File: src/rtl/mpnb.sv
// mpnb: minimal accumulator processor with a single read-only memory port.
//
// Each instruction is one word. The opcode is the low nibble. Operand-bearing
// instructions (1-6, 8-A) fetch a second word from the next address.
//
// Ports:
//   clk       single clock; all state changes happen on the rising edge
//   rst       synchronous active-high reset
//   mem_req   read request, raised only in the two fetch states
//   mem_addr  read address (the program counter)
//   mem_ack   read data valid this cycle; ignored unless mem_req is 1
//   mem_data  read data
//   acc_o     accumulator
//   pc_o      program counter
//   flag_z    zero flag
//   flag_c    carry/borrow flag
//   state_o   FSM state
//   halt_o    1 while halted
//
// state   | meaning
// --------+---------------------------------------------------------------
// FETCH_I | read the instruction word at PC, then PC+1
// FETCH_D | read the operand word at PC, then PC+1
// EXEC    | compute the ALU result and the next flags into ACT
// WB      | commit ACT/flags or take a branch; a HLT goes to HALT
// HALT    | all registers frozen until rst
module mpnb #(
  parameter int DW = 8,
  parameter int AW = 8
) (
  input  logic          clk,
  input  logic          rst,
  output logic          mem_req,
  output logic [AW-1:0] mem_addr,
  input  logic          mem_ack,
  input  logic [DW-1:0] mem_data,
  output logic [DW-1:0] acc_o,
  output logic [AW-1:0] pc_o,
  output logic          flag_z,
  output logic          flag_c,
  output logic [2:0]    state_o,
  output logic          halt_o
);

  localparam logic [2:0] FETCH_I = 3'd0;
  localparam logic [2:0] FETCH_D = 3'd1;
  localparam logic [2:0] EXEC    = 3'd2;
  localparam logic [2:0] WB      = 3'd3;
  localparam logic [2:0] HALT    = 3'd4;

  localparam logic [3:0] OP_LDA = 4'h1;
  localparam logic [3:0] OP_ADD = 4'h2;
  localparam logic [3:0] OP_SUB = 4'h3;
  localparam logic [3:0] OP_AND = 4'h4;
  localparam logic [3:0] OP_OR  = 4'h5;
  localparam logic [3:0] OP_XOR = 4'h6;
  localparam logic [3:0] OP_NOT = 4'h7;
  localparam logic [3:0] OP_JMP = 4'h8;
  localparam logic [3:0] OP_JZ  = 4'h9;
  localparam logic [3:0] OP_JC  = 4'hA;
  localparam logic [3:0] OP_SHL = 4'hB;
  localparam logic [3:0] OP_SHR = 4'hC;
  localparam logic [3:0] OP_HLT = 4'hF;

  localparam logic [AW-1:0] PC_ONE = AW'(1);

  logic [2:0]    state;
  logic [DW-1:0] acc;
  logic [DW-1:0] rd;
  logic [DW-1:0] act;
  logic [AW-1:0] pc;
  logic          z;
  logic          c;
  logic          act_z;
  logic          act_c;
  // Only the opcode nibble of the instruction word is ever decoded, so only
  // that part of RI is kept.
  logic [3:0]    ri;

  logic [DW-1:0] alu_res;
  logic          alu_c;
  logic          alu_z;
  logic [DW:0]   add_sum;
  logic [AW-1:0] rd_addr;
  logic          writes_acc;
  logic          take_jump;

  function automatic logic has_operand(input logic [3:0] op);
    return ((op >= OP_LDA) && (op <= OP_XOR)) || ((op >= OP_JMP) && (op <= OP_JC));
  endfunction

  // Jump target: low AW bits of the operand, zero-extended when AW > DW.
  generate
    if (AW <= DW) begin : g_addr_trunc
      assign rd_addr = rd[AW-1:0];
    end else begin : g_addr_ext
      assign rd_addr = {{(AW-DW){1'b0}}, rd};
    end
  endgenerate

  always_comb begin
    alu_res = acc;
    alu_c   = c;
    add_sum = {1'b0, acc} + {1'b0, rd};
    case (ri)
      OP_LDA: begin alu_res = rd;          alu_c = 1'b0;       end
      OP_ADD: begin alu_res = add_sum[DW-1:0]; alu_c = add_sum[DW]; end
      OP_SUB: begin alu_res = acc - rd;    alu_c = (acc < rd); end
      OP_AND: begin alu_res = acc & rd;    alu_c = 1'b0;       end
      OP_OR:  begin alu_res = acc | rd;    alu_c = 1'b0;       end
      OP_XOR: begin alu_res = acc ^ rd;    alu_c = 1'b0;       end
      OP_NOT: begin alu_res = ~acc;        alu_c = 1'b0;       end
      OP_SHL: begin {alu_c, alu_res} = {acc, 1'b0};            end
      OP_SHR: begin alu_res = {1'b0, acc[DW-1:1]}; alu_c = acc[0]; end
      default: begin alu_res = acc;        alu_c = c;          end
    endcase
    alu_z = (alu_res == '0);
  end

  always_comb begin
    writes_acc = ((ri >= OP_LDA) && (ri <= OP_NOT)) || (ri == OP_SHL) || (ri == OP_SHR);
    take_jump  = (ri == OP_JMP) || ((ri == OP_JZ) && z) || ((ri == OP_JC) && c);
  end

  always_ff @(posedge clk) begin
    if (rst) begin
      state <= FETCH_I;
      acc   <= '0;
      ri    <= '0;
      rd    <= '0;
      act   <= '0;
      pc    <= '0;
      z     <= 1'b0;
      c     <= 1'b0;
      act_z <= 1'b0;
      act_c <= 1'b0;
    end else begin
      case (state)
        FETCH_I: begin
          if (mem_ack) begin
            ri    <= mem_data[3:0];
            pc    <= pc + PC_ONE;
            state <= has_operand(mem_data[3:0]) ? FETCH_D : EXEC;
          end
        end
        FETCH_D: begin
          if (mem_ack) begin
            rd    <= mem_data;
            pc    <= pc + PC_ONE;
            state <= EXEC;
          end
        end
        EXEC: begin
          act   <= alu_res;
          act_z <= alu_z;
          act_c <= alu_c;
          state <= WB;
        end
        WB: begin
          if (writes_acc) begin
            acc <= act;
            z   <= act_z;
            c   <= act_c;
          end
          if (take_jump) pc <= rd_addr;
          state <= (ri == OP_HLT) ? HALT : FETCH_I;
        end
        HALT: state <= HALT;
        default: state <= FETCH_I;
      endcase
    end
  end

  // rst gates the request combinationally so no read is issued during reset.
  assign mem_req  = !rst && ((state == FETCH_I) || (state == FETCH_D));
  assign mem_addr = pc;
  assign acc_o    = acc;
  assign pc_o     = pc;
  assign flag_z   = z;
  assign flag_c   = c;
  assign state_o  = state;
  assign halt_o   = (state == HALT);

endmodule

File: config.mk
export PLATFORM = sky130hd
export DESIGN_NAME = mpnb
export DESIGN_NICKNAME = d
export VERILOG_FILES = /design/src/rtl/mpnb.sv
export SDC_FILE = /design/constraint.sdc
export NUM_CORES = 1
export LEC_CHECK = 0
export CORE_UTILIZATION = 57
export CTS_CLUSTER_DIAMETER = 60
export CTS_CLUSTER_SIZE = 8
export DETAILED_ROUTE_END_ITERATION = 7
export GPL_TIMING_DRIVEN = 0
export PLACE_DENSITY = 0.8
export REMOVE_ABC_BUFFERS = 1
export SLEW_MARGIN = 20
export SYNTH_ARGS = -nofsm -noshare
export SYNTH_HDL_FRONTEND = slang
export SYNTH_SLANG_ARGS = --single-unit
File: constraint.sdc
create_clock -name clk -period 3.5 [get_ports clk]
set_input_delay 0.7 -clock clk [delete_from_list [all_inputs] [get_ports clk]]
set_output_delay 0.7 -clock clk [all_outputs]
set_load 0.03 [all_outputs]
==> results of run 1 <==
## kinds of logic (layout without fill, tap and decap cells)
| kind of cell | Yosys count | after routing | share of synthesized area, % |
|---|---|---|---|
| AOI/OAI and AO/OA | 150 | 150 | 27.6 |
| xor gates and xnor gates | 4 | 4 | 0.962 |
| adders and majority gates | 27 | 27 | 9.69 |
| buffers and inverters | 71 | 81 | 9.00 |
| DFF | 43 | 43 | 23.6 |
| muxes | 16 | 16 | 4.47 |
| and+or+nand+nor | 180 | 180 | 24.7 |
## how the worst max path moves through the flow
| stage | slack, ns | depth (start not counted) | start | endpoint |
|---|---|---|---|---|
| floorplan | 0.70 | 10 | acc_o[0] | act_z |
| global placement | -0.27 | 3 | rst | mem_req |
| detailed placement | 0.37 | 7 | ri[3] | mem_addr[2] |
| CTS | 0.33 | 7 | ri[3] | mem_addr[2] |
| global route | 0.15 | 9 | acc_o[1] | act_z |
| finish | 0.28 | 10 | acc_o[0] | act_z |
## power by group through the flow
stage	Clock [mW]	Sequential (mW)	Combinational, mW
2_1_floorplan	0	0.576	0.191
3_3_place_gp	0	0.573	0.297
3_5_place_dp	0	0.575	0.308
4_1_cts	0.317	0.564	0.311
5_1_grt	0.337	0.572	0.344
6_report	0.313	0.567	0.317
## layer usage
metal / GRT usage [%] / vias to the layer above / wire length [um]
li1: - / 1776 / -
met1: 43.1 / 1711 / 4460
met2: 53.6 / 206 / 4800
met3: 3.22 / 25 / 833
met4: 11.2 / 0 / 227
met5: 0 / - / 0
## state kept, by name (all words and copies together), names as in the netlist
signal and count:
flag_z 1, ri 4, mem_addr 8, rd 8, state_o 3, act 8, act_c 1, acc_o 8
act_z 1, flag_c 1
## worst register-to-register path: cells and delay by family (launching register included)
| kind | cells | cell delay (ns) |
|---|---|---|
| AOI/OAI and AO/OA | 4 | 1.00 |
| adders and majority gates | 2 | 0.71 |
| and+or+nand+nor | 2 | 0.67 |
| DFF | 1 | 0.53 |
| xor gates and xnor gates | 1 | 0.16 |
| buffers and inverters | 1 | 0.08 |
## layout make-up
cell class / count / share of cell area (%)
Clock buffer: 6 / 1.79
Inverter: 30 / 2.77
Clock inverter: 2 / 0.308
Multi-Input combinational cell: 377 / 60.8
Tap cell: 75 / 2.31
Sequential cell: 43 / 21.3
Timing Repair Buffer: 43 / 10.8
## cell usage in the layout (no fill, tap or decap), types with 6 or more instances in the layout
cell type / synthesis / routed
nor3_1: 7 / 7
clkdlybuf4s50_1: 0 / 40
dfxtp_1: 43 / 40
nor2b_1: 9 / 9
and3_1: 6 / 6
mux2i_1: 14 / 14
nand3_1: 8 / 8
nand2b_1: 14 / 14
a22oi_1: 12 / 12
nand2_1: 51 / 51
nor2_1: 56 / 55
inv_1: 29 / 29
a21oi_1: 41 / 41
o21ai_0: 26 / 26
ha_1: 25 / 25
a221oi_1: 6 / 6
o31ai_1: 6 / 6
o22ai_1: 6 / 6
## metrics by stage
stage / util (%) / instances / power [mW] / TNS [ns]
2_1_floorplan: - / 450 / 0.767 / 0
4_1_cts: 67.3 / 576 / 1.19 / 0
3_3_place_gp: 65.2 / 566 / 0.870 / -0.702
3_5_place_dp: 65.9 / 568 / 0.883 / 0
6_report: 67.4 / 576 / 1.20 / 0
5_1_grt: 67.4 / 576 / 1.25 / 0
==> reports/results.tsv, run 1 <==
metric	value	unit
status	finished clean	
die_w	81.9	um
hpwl	7370	um
dr.pass1.iters	6	
rsz0062_at_grt	false	
swShare	34.9	%
skew	0.00492	ns
row_count	28	
start_util	60.4	%
slowest_delay	0.53	ns
drc	0	
r2r-start	acc_o[0]	
worstRegToRegCells	10	
seq_area_frac_synth	23.6	%
ys_types	66	
vias_per_cell	6.45	
ys_seq_elements	43	
min_period	3.22	ns
yosys-top-cells-area	dfxtp_1 (24%), ha_1 (8.6%), nor2_1 (5.8%)	
power_frac_seq	47.4	%
ys_async_sr_fraction	0	%
critical_path.cell_chain	ha_1 -> inv_1 -> fa_1 -> xnor2_1 -> a221oi_2 -> o311ai_1 -> o31ai_2 -> nand4b_1 -> or4_1 -> o21ai_1	
antenna_found_initial	0	
port_buffers	41	
whs_path_depth	2	
area_delta_synth_final	11.5	%
synth_area	3640	um2
synth_warnings	0	
setup-violations-final	0	
synthCells	491	
ios	42	
htreeDepth	2	
synth_edf_count	0	
start_kind	flip-flop	
intPower	0.779	mW
power.density	295	nW/um2
cts_root_buf	clkbuf_8	
worstPathRequired	3.72	ns
critical-path-slowest-cell	dfxtp_1	
r2r_slack	0.28	ns
synth.most_common_cell	nor2_1	
finalCritPeriodShare	91.9	%
cts_resized	0	
min_to	acc_o[0]	
routed_wl	10300	um
multiInputGateArea	2470	um2
numCtsBuffers	5	
clk_latency	0.29	ns
gp_congestion	0.906	
drive_gt1_share	5.19	%
yosysTopAreaCellShare	23.6	%
drv_slew	0	
postCtsSetupBuffers	0	
crit_buf_inv	1	
max_freq	0.311	GHz
power.switching	0.417	mW
clkTransAtPathRegs	0.08	ns
cts_tree	built	
grt_pass1_vias	3356	
pre_cts_ws	0.365	ns
whs	0.457	ns
dpl_cell_area	3970	um2
final_cell_area	4060	um2
clk_path_buf_depth	2	
dieHeight	81.9	um
arrival	3.44	ns
synth.avg_cell_area	7.42	um2
vdd_drop_max	0.246	mV
crit_path_end_kind	flip-flop	
vias	3718	
holdCritPathClass	reg2reg	
coreArea	6030	um2
antenna_cells	0	
final_nets	538	
synth_largest_area_cell	dfxtp_1	
worstMarginPinSlew	1.15	ns
clock-sinks	43	
grt-ovfl-total	0	
ant_nets	0	
rr_endpoint	act_z	
combPwrFrac	26.5	%
p_leak	1.40	nW
cap_viol_max_count	0	
path_class	reg2reg	
grt_pass1_wl	16500	um
synthTopCellsByCount	nor2_1 (56), nand2_1 (51), dfxtp_1 (43)	
die_area	6710	um2
nFillCells	550	
timing.slew.headroom	23.5	%
cts_hold_repair.buffers	0	
cp_max_fo	8	
seq_area	865	um2
pwr-share-clk	26.2	%
first_iter_violations	347	
track_usage	32.3	%
setup_ws	0.284	ns
grt_max_degree	38	
final_hold_viol_count	0	
hold_start	act[0]	
wl_per_cell	17.9	um
synth_flop_cell	dfxtp_1	
crit_family	compound AO/OA/AOI/OAI gates	
No activity file was read; power rests on OpenSTA's default activity.
==> inputs of run 2 (changes only) <==
--- a/config.mk
+++ b/config.mk
@@ -12,7 +12,7 @@
 export GPL_TIMING_DRIVEN = 0
 export PLACE_DENSITY = 0.8
 export REMOVE_ABC_BUFFERS = 1
-export SLEW_MARGIN = 20
 export SYNTH_ARGS = -nofsm -noshare
 export SYNTH_HDL_FRONTEND = slang
 export SYNTH_SLANG_ARGS = --single-unit
+export TNS_END_PERCENT = 100
==> run 2 against run 1 <==
Cell area down 0.49%; register-to-register slack about the same; non-clock buffer count fell by 1; via count down 0.73%; die area unchanged; hold slack lost 0.00074 ns; critical path type unchanged; setup slack improved by 0.0014 ns; combinational power down 2%; critical path depth down 2.
==> reports/results.tsv, run 2 (synthesis results as in run 1) <==
metric	value	unit	change
status	finished clean		
wl_per_cell	17.6	um	-1.9%
postCtsSetupBuffers	0		unchanged
cap_viol_max_count	0		unchanged
start_kind	flip-flop		
grt_pass1_vias	3281		-2.2%
drive_gt1_share	4.20	%	-0.99 points
power.density	304	nW/um2	+3.3%
routed_wl	10100	um	-2.1%
drc	0		unchanged
holdCritPathClass	reg2reg		
setup-violations-final	0		unchanged
final_nets	537		-0.19%
critical-path-slowest-cell	dfxtp_1		
hpwl	7250	um	-1.7%
start_util	60.4	%	unchanged
cp_max_fo	34		+26
htreeDepth	2		unchanged
port_buffers	41		unchanged
first_iter_violations	332		-4.3%
min_period	3.22	ns	-0.00141 ns
die_area	6710	um2	unchanged
ios	42		unchanged
timing.slew.headroom	13.7	%	-9.7 points
numCtsBuffers	5		unchanged
skew	0.00636	ns	+0.00144 ns
antenna_cells	0		unchanged
clock-sinks	43		unchanged
finalCritPeriodShare	91.9	%	about the same
path_class	reg2reg		
cts_hold_repair.buffers	0		unchanged
coreArea	6030	um2	unchanged
vias	3691		-0.73%
worstMarginPinSlew	1.29	ns	+0.146 ns
die_w	81.9	um	unchanged
finalSetupTns	0	ns	unchanged
dieHeight	81.9	um	unchanged
clk_latency	0.30	ns	about the same
drv_slew	0		unchanged
worstPathRequired	3.73	ns	about the same
grt_max_degree	47		+24%
slowest_delay	1.13	ns	+0.60 ns
power	1.23	mW	+2.8%
clk_path_buf_depth	2		unchanged
clkTransAtPathRegs	0.09	ns	about the same
gp_congestion	0.906		unchanged
vdd_drop_max	0.266	mV	+8.1%
cts_root_buf	clkbuf_8		
area_delta_synth_final	11.0	%	
final_cell_mix	nor2_1 (56), nand2_1 (51), dfxtp_1 (42), a21oi_1 (41), clkdlybuf4s50_1 (40)		
antenna_found_initial	0		unchanged
grt-ovfl-total	0		unchanged
track_usage	31.7	%	-0.61 points
vias_per_cell	6.42		-0.55%
final_common_cell	nor2_1		
critical_path.cell_chain	nor4bb_2 -> buf_4 -> a221oi_2 -> o311ai_1 -> o31ai_2 -> nand4b_1 -> or4_1 -> o21ai_1		
final_hold_viol_count	0		unchanged
rsz0062_at_grt	false		
grt_pass1_wl	16300	um	-1.7%
row_count	28		unchanged
p_leak	1.40	nW	-0.45%
dr.pass1.iters	5		-1
arrival	3.44	ns	about the same
crit_path_end_kind	flip-flop		
cts_tree	built		
ant_nets	0		unchanged
max_freq	0.311	GHz	about the same
run 2: report_power, final:
part | internal, mW | switching, mW
clock | 0.180 | 0.172
sequential | 0.509 | 0.0565
combinational | 0.127 | 0.184
total | 0.817 | 0.413
run 2: worst paths after layout:
check | startpoint | to | slack [ns] | depth (start not counted)
worst max register to register | ri[2] | act_z | 0.28 | 8
worst min register to register | act[2] | acc_o[2] | 0.46 | 2
worst min-delay path | act[2] | acc_o[2] | 0.46 | 2
worst max-delay path | ri[2] | act_z | 0.28 | 8
run 2: critical path: cells and delay by family (launching register included):
kind                   cells  cell delay [ns]
DFF                        1             1.13
AOI/OAI and AO/OA          4             0.94
and+or+nand+nor            3             0.83
buffers and inverters      1             0.24
run 2: what timing repair did:
action | CTS | global route
endpoints found under the setup margin | 0 | 4
gates resized for setup | 0 | 1
hold endpoints to repair | 0 | 0
run 2: layer usage:
layer	vias up	part of all wire, %	GRT usage, %
li1	1771	-	-
met1	1752	45	43.8
met2	151	47	51.5
met3	17	6.5	2.67
met4	0	1.9	10.4
met5	-	0	0
run 2: layout make-up:
type | count | area, um2
Clock buffer | 8 | 100
Fill cell | 554 | 1980
Timing Repair Buffer | 42 | 413
Multi-Input combinational cell | 377 | 2460
Sequential cell | 43 | 862
Tap cell | 75 | 93.8
Inverter | 30 | 113
run 2: through the flow:
step / util [%] / cell area [um2] / std cells / hold WS (ns) / setup WS (ns)
final: 67.1 / 4040 / 575 / 0.456 / 0.285
after CTS: 67.0 / 4040 / 575 / 0.455 / 0.284
after detailed placement: 65.4 / 3940 / 567 / 0.444 / 0.314
after global placement: 65.2 / 3930 / 566 / 0.434 / -0.273
after floorplan: - / 3430 / 450 / 0.425 / 0.699
after global routing: 67.1 / 4040 / 575 / 0.468 / 0.0518
==> inputs of run 3 (changes only) <==
--- a/config.mk
+++ b/config.mk
@@ -11,7 +11,6 @@
 export DETAILED_ROUTE_END_ITERATION = 7
 export GPL_TIMING_DRIVEN = 0
 export PLACE_DENSITY = 0.8
-export REMOVE_ABC_BUFFERS = 1
 export SYNTH_ARGS = -nofsm -noshare
 export SYNTH_HDL_FRONTEND = slang
 export SYNTH_SLANG_ARGS = --single-unit
==> run 3 against run 2 <==
Register-to-register slack got worse by 0.13 ns; cell area rose by 4.6%; first-iteration DRC count rose by 24%; critical endpoint unchanged; setup slack worse by 0.13 ns; via count is 7.3% higher; clock skew increased by 0.0032 ns; maximum frequency is 4.0% lower; sequential power fell by 6.4%; combinational power increased by 24%; critical path depth increased by 2; critical path type unchanged; sequential share of layout area fell by 0.98 points; largest cell class unchanged; clock-buffer cell count fell by 3.
==> reports/results.tsv, run 3 (synthesis results as in run 1) <==
metric	value	unit	change
status	finished clean		
skew	0.00958	ns	+0.00322 ns
finalCritPeriodShare	95.7	%	+3.8 points
dr.pass1.iters	5		unchanged
dpl_cell_area	4140	um2	+5.0%
clk_latency	0.31	ns	about the same
start_kind	flip-flop		
drv_slew	0		unchanged
cp_common_cell	or3_1		
drive_gt1_share	7.42	%	+3.2 points
drc	0		unchanged
clkTransAtPathRegs	0.10	ns	about the same
vias_per_cell	6.45		+0.47%
grt_max_degree	16		-66%
r2r_slack	0.15	ns	-0.13 ns
final_hold_viol_count	0		unchanged
cap_viol_max_count	0		unchanged
p_leak	1.51	nW	+8.3%
wl_per_cell	19.7	um	+12%
antenna_found_initial	0		unchanged
numCtsBuffers	5		unchanged
antenna_cells	0		unchanged
dieHeight	81.9	um	unchanged
critical-path-slowest-cell	a311oi_1		
min_period	3.35	ns	+0.134 ns
holdCritPathClass	reg2reg		
min_to	acc_o[1]		
grt_pass1_wl	18700	um	+15%
dp.cells	606		+6.9%
clk_path_buf_depth	2		unchanged
finalSetupTns	0	ns	unchanged
timing.slew.headroom	15.8	%	+2.1 points
grt-ovfl-total	0		unchanged
clock-sinks	43		unchanged
nFillCells	528		-4.7%
track_usage	37.4	%	+5.7 points
routed_wl	12100	um	+20%
crit_path_end_kind	flip-flop		
ios	42		unchanged
die_w	81.9	um	unchanged
vdd_drop_max	0.216	mV	-18%
coreArea	6030	um2	unchanged
first_iter_violations	412		+24%
final_cell_area	4230	um2	+4.6%
cts_resized	0		unchanged
whs	0.458	ns	+0.00221 ns
power.density	297	nW/um2	-2.4%
area_delta_synth_final	16.1	%	
htreeDepth	2		unchanged
hold_start	act[1]		
rsz0062_at_grt	false		
cp_max_fo	9		-74%
final_nets	576		+7.3%
arrival	3.60	ns	+0.16 ns
stdcell_count	614		+6.8%
gp_congestion	0.989		+9.2%
worstMarginPinSlew	1.26	ns	-0.0323 ns
whs_path_depth	2		unchanged
ant_nets	0		unchanged
final_cell_mix	nor2_1 (56), nand2_1 (51), dfxtp_1 (43), a21oi_1 (41), clkdlybuf4s50_1 (40)		
row_count	28		unchanged
start_util	60.4	%	unchanged
rr_endpoint	act_z		
syn_nets	529		
max_freq	0.299	GHz	-4.0%
setup-violations-final	0		unchanged
port_buffers	40		-2.4%
critical_path.cell_chain	inv_1 -> ha_1 -> buf_2 -> or3_1 -> a311oi_1 -> o22ai_1 -> mux2_2 -> nand3_1 -> or3_1 -> o21ai_1		
path_class	reg2reg		
cts_root_buf	clkbuf_8		
worstRegToRegCells	10		+2
hpwl	8930	um	+23%
vias	3960		+7.3%
slowest_delay	0.59	ns	-0.54 ns
grt_pass1_vias	3636		+11%
die_area	6710	um2	unchanged
cts_tree	built		
postCtsSetupBuffers	0		unchanged
worstPathRequired	3.75	ns	+0.02 ns
r2r-start	acc_o[2]		
final_common_cell	nor2_1		
cts_hold_repair.buffers	0		unchanged
## run 3: stage by stage
stage	worst slack, ns	power (mW)	util, %
after CTS	0.338	1.25	70.2
final	0.151	1.26	70.2
after floorplan	0.722	0.796	-
after detailed placement	0.370	0.913	68.6
after global routing	0.0526	1.31	70.2
after global placement	0.409	0.909	68.6
## run 3: where the power goes
group,total (mW),leakage [nW],internal [mW],switching [mW]
Sequential,0.530,0.349,0.509,0.0210
Clock,0.340,0.0408,0.143,0.197
Combinational,0.387,1.12,0.145,0.242
Total,1.26,1.51,0.797,0.460
## run 3: final cells by class
| type | count | area, um2 | share of cell area, % |
|---|---|---|---|
| flip-flops and latches | 43 | 861 | 20.4 |
| multi-input cells | 377 | 2450 | 58.0 |
| clock inverters | 3 | 23.8 | 0.562 |
| plain buffers | 41 | 215 | 5.09 |
| inverters | 30 | 113 | 2.66 |
| well taps | 75 | 93.8 | 2.22 |
| clock buffers | 5 | 68.8 | 1.63 |
| repair buffers | 40 | 400 | 9.47 |
## run 3: worst max-delay path by stage
| stage | start | endpoint | slack, ns | cells past startpoint |
|---|---|---|---|---|
| after floorplan | acc_o[0] | act_z | 0.72 | 10 |
| after global placement | acc_o[2] | act_z | 0.41 | 10 |
| after detailed placement | acc_o[2] | act_z | 0.37 | 10 |
| after CTS | acc_o[2] | act_z | 0.34 | 10 |
| after global routing | acc_o[1] | act_z | 0.05 | 9 |
| final | acc_o[2] | act_z | 0.15 | 10 |
## run 3: worst max-delay path: cells and delay by family, from the launching register on
family                     cells  cell delay [ns]
DFF                            1             0.53
and+or+nand+nor                3             0.94
muxes                          1             0.26
buffers and inverters          2             0.34
AOI/OAI and AO/OA              3             0.92
adders and majority gates      1             0.31
## run 3: layer usage
layer	share of wire, %	track usage [%]	vias up
met5	0	0	-
met4	5.2	23.3	0
met3	8.1	6.11	55
met2	44	58.1	214
met1	42	47.8	1843
li1	-	-	1848
